<file path="config.mk">
export PLATFORM = sky130hd
export DESIGN_NAME = pingpong_merge
export DESIGN_NICKNAME = d
export VERILOG_FILES = /design/src/rtl/pingpong_merge.sv
export SDC_FILE = /design/constraint.sdc
export NUM_CORES = 1
export LEC_CHECK = 0
export CAP_MARGIN = 20
export CELL_PAD_IN_SITES_DETAIL_PLACEMENT = 0
export CELL_PAD_IN_SITES_GLOBAL_PLACEMENT = 1
export CORE_MARGIN = 2
export CORE_UTILIZATION = 28
export CTS_CLUSTER_DIAMETER = 30
export DETAILED_ROUTE_END_ITERATION = 8
export PLACE_DENSITY_LB_ADDON = 0.12
export SLEW_MARGIN = 20
export SYNTH_ARGS = -nofsm -noshare
export SYNTH_HDL_FRONTEND = slang
export SYNTH_SLANG_ARGS = --single-unit
export TNS_END_PERCENT = 1
</file>
<file path="constraint.sdc">
create_clock -name clk -period 1.9 [get_ports clk]
set_input_delay 0.19 -clock clk [delete_from_list [all_inputs] [get_ports clk]]
set_output_delay 0.19 -clock clk [all_outputs]
set_load 0.02 [all_outputs]
</file>
<file path="src/rtl/pingpong_merge.sv">
// pingpong_merge: recombines the two ping-pong FFT lanes into one ordered
// stream. Whole frames of FRAME_LEN beats alternate, lane 1 first, through a
// single registered output stage with valid/ready on every side.
module pingpong_merge #(
  parameter int DATA_W    = 136,
  parameter int FRAME_LEN = 16,
  parameter int CNT_W     = 4
) (
  input  logic              clk,
  input  logic              rst_n,
  input  logic              enable,
  input  logic              sync_clr,
  input  logic [DATA_W-1:0] data_in_1,
  input  logic              valid_in_1,
  output logic              ready_in_1,
  input  logic [DATA_W-1:0] data_in_2,
  input  logic              valid_in_2,
  output logic              ready_in_2,
  output logic [DATA_W-1:0] data_out,
  output logic              valid_out,
  input  logic              ready_out,
  output logic              merge_flag,
  output logic              frame_done
);

  typedef enum logic {SEL1 = 1'b0, SEL2 = 1'b1} sel_t;

  localparam logic [CNT_W-1:0] LAST_BEAT = CNT_W'(FRAME_LEN - 1);

  sel_t             sel_q, sel_d;
  logic [CNT_W-1:0] cnt_q, cnt_d;
  logic             load;
  logic             accept;
  logic             last_beat;

  // Lane select and beat counter registers.
  always_ff @(posedge clk or negedge rst_n) begin
    if (!rst_n) begin
      sel_q <= SEL1;
      cnt_q <= '0;
    end else begin
      sel_q <= sel_d;
      cnt_q <= cnt_d;
    end
  end

  // Next lane/count: restart wins, otherwise advance on each accepted beat and swap lanes at frame end.
  always_comb begin
    sel_d = sel_q;
    cnt_d = cnt_q;
    if (sync_clr) begin
      sel_d = SEL1;
      cnt_d = '0;
    end else if (accept) begin
      if (last_beat) begin
        cnt_d = '0;
        sel_d = (sel_q == SEL1) ? SEL2 : SEL1;
      end else begin
        cnt_d = cnt_q + 1'b1;
      end
    end
  end

  // Handshake decode: only the selected lane is offered a ready, and only when the output slot is free.
  always_comb begin
    load       = enable & ~sync_clr & (~valid_out | ready_out);
    ready_in_1 = load & (sel_q == SEL1);
    ready_in_2 = load & (sel_q == SEL2);
    accept     = (ready_in_1 & valid_in_1) | (ready_in_2 & valid_in_2);
    last_beat  = (cnt_q == LAST_BEAT);
  end

  // Output stage: load on accept (replacing a word being drained), else drop valid once taken.
  always_ff @(posedge clk or negedge rst_n) begin
    if (!rst_n) begin
      data_out   <= '0;
      valid_out  <= 1'b0;
      merge_flag <= 1'b0;
      frame_done <= 1'b0;
    end else begin
      frame_done <= accept & last_beat;
      if (accept) begin
        data_out   <= (sel_q == SEL1) ? data_in_1 : data_in_2;
        merge_flag <= (sel_q == SEL1);
        valid_out  <= 1'b1;
      end else if (ready_out) begin
        valid_out  <= 1'b0;
      end
    end
  end

endmodule

</file>
==> out/qor.yml <==
clocking:
  h-tree-depth: 4
  cts_setup_buffers: 0
  clock_latency_ps: 420
  clock-sinks: 144
  cts_buffer_depth: 2
  cts_buffers: 17
  tritoncts: "yes"
  cts_root_buffer: "clkbuf_16"
  path_clk_slew_ps: 60
detailed_routing:
  dr.pass1.iters: 6
  remaining_drc_errors: 0
  routedWlPerCell_um: 19.1
  drt-initial-drc-count: 303
  dr_total_vias: 7000
  routed_wl_mm: 26.8
  ant_nets: 0
  avgViaCountPerCell: 5.00
setup_path:
  start_kind: "flip-flop"
  end_kind: "primary output"
  cpPeakStageDelay_ps: 520
  crit_buf_inv: 2
  crit_family: "flip-flops"
  worstPathRequired_ps: 1710
  cp_max_fo: 39
  path_depth: 3
  cp.arrival_ps: 1590
  crit_chain: "buf_12, and3_1, buf_4"
  path_class: "reg -> out"
  r2r_cells: 5
  slowest_stage: "dfrtp_4"
timing:
  final.setup.tns_ps: 0
  layout_worst_path_cycle_share_pct: 93.8
  fin_skew_ps: 9.26
  setup_viol: 0
  whs_ps: 256
  min_period_ps: 1780
  timing.fmax_mhz: 561
  final_max_slew_viol_count: 0
  fin_ws_ps: 117
  rsz0062_at_grt: "false"
  report.final.hold_viol_count: 0
  tightest_slew_ps: 484
  maxSlewHeadroom_pct: 67.7
layout:
  fin_nets: 1336
  layout-drive-gt1-share_pct: 6.27
  area_delta_synth_final_pct: 73.8
  postLayoutCellArea_um2: 12500
  post-route-util_pct: 49.5
  fin_cells: 1399
  antenna_cells: 0
placement:
  hpwl_mm: 19.2
  port_buffers: 419
  pre_cts_ws_ps: 64.6
  dpl-instance-area_um2: 11800
  dp.cells: 1366
  gp_congestion: 0.735
global_route:
  grt_usage_pct: 19.2
  grt_max_degree: 72
  grt_pass1_vias: 6993
  antenna_found_initial: 0
  grt_pass1_wl_mm: 39.9
  overflow: 0
floorplanning:
  die_w_um: 164
  die_h_um: 164
  std_cell_rows: 58
  initial_core_util_pct: 28.5
  pin_count: 420
  dieArea_um2: 26900
  core-area_um2: 25200
yosys:
  avgSynthCellArea_um2: 10.8
  synth_seq_cells: 144
  ys_seq_area_share_pct: 50.2
  syn_nets: 945
  synth_cells: 665
  ys_warn_count: 0
  synthDistinctLibCells: 24
  synthesis.area_um2: 7170
pwr:
  ir_drop_uv: 543
  power_density_nw_per_um2: 899
  p_total_mw: 11.2
  power_leakage_nw: 4.54
run_status:
  status: "finished, final reports clean"
min_path:
  hold_path.class: "in -> async"
run:
  max-cap-violations: 0
==> cell families (layout without fill, tap and decap cells) <==
group,count (synthesis),count (layout),share of synthesized area (%)
AOI/OAI and AO/OA,284,284,22.4
DFF,144,144,50.2
muxes,140,140,19.7
buffers and inverters,80,484,6.05
and+or+nand+nor,16,16,1.45
adders and majority gates,1,1,0.174
==> layout by cell type, fill, tap and decap left out, types with 3 or more instances in the layout <==
cell type	n
a21oi_1	139
nand4_1	4
bufinv_16	5
clkbuf_16	17
clkdlybuf4s50_1	416
a31oi_1	139
dfrtp_1	143
buf_12	17
buf_4	14
mux2i_1	138
clkinv_4	3
nand2b_1	3
clkbuf_1	3
==> flip-flops by register name, indices dropped and copies added (netlist names) <==
| name | count |
|---|---|
| data_out | 136 |
| cnt_q | 4 |
| frame_done | 1 |
| merge_flag | 1 |
| sel_q | 1 |
| valid_out | 1 |
==> path summary, 6_finish.rpt <==
| path | slack, ps | start | to |
|---|---|---|---|
| setup / recovery | 120 | sel_q | ready_in_2 |
| hold / removal | 260 | rst_n | data_out[59] |
| setup reg to reg | 300 | sel_q | data_out[56] |
| hold reg to reg | 520 | data_out[112] | data_out[112] |
| max in group asynchronous | 960 | rst_n | data_out[133] |
| min in group clk | 400 | data_in_1[34] | data_out[34] |
==> Yosys cell counts <==
master / count / area, µm²
nor2b_1: 2 / 12.5
ha_1: 1 / 12.5
inv_1: 2 / 7.51
buf_4: 2 / 15.0
dfrtp_1: 144 / 3600
nand4_1: 4 / 25.0
o21ai_0: 2 / 10.0
a311oi_1: 1 / 8.76
nand3_1: 1 / 5.00
o31ai_1: 2 / 15.0
mux2_4: 1 / 15.0
nand4b_1: 1 / 8.76
mux2i_2: 1 / 13.8
nor3_2: 1 / 10.0
nand2b_1: 4 / 25.0
nor3_1: 1 / 5.00
o2bb2ai_1: 1 / 8.76
clkbuf_1: 25 / 93.8
a21oi_1: 139 / 696
buf_2: 41 / 205
mux2i_1: 138 / 1380
a31oi_1: 139 / 870
and3_1: 2 / 12.5
buf_6: 10 / 113
==> routing by layer <==
layer  routed length [µm]  vias up  GRT usage, %  share of wire (%)
met1                10500     3362          23.1                 39
met5                    0        -             0                  0
met4                  516        0          5.66                1.9
met2                13500      284          33.0                 50
li1                     -     3329             -                  -
met3                 2250       25          5.86                8.4
==> layout make-up <==
type                            instances  area [µm²]
Timing Repair Buffer                  450        4640
Clock buffer                           20         437
Clock inverter                         12         206
Multi-Input combinational cell        441        3160
Inverter                                2        7.51
Sequential cell                       144        3610
Tap cell                              330         413
Fill cell                            2383       12700
==> power breakdown <==
group | internal [mW] | total [mW] | switching, mW
Combinational | 1.86 | 3.60 | 1.74
Clock | 2.35 | 3.69 | 1.34
Sequential | 3.63 | 3.92 | 0.299
Total | 7.83 | 11.2 | 3.38
==> worst register-to-register path, cell delays in order (launching register included) <==
cell	delay (ps)
dfrtp_4	560
mux2i_2	380
nor3_4	60
buf_4	170
buf_12	180
a21oi_1	170
==> timing repair <==
item	4_1_cts	5_1_grt
endpoints found under the hold margin	34	0
resized for setup	1	0
endpoints found under the setup margin	1	0
hold buffers	1	0
Note: power is estimated with default switching activity, not from simulation.
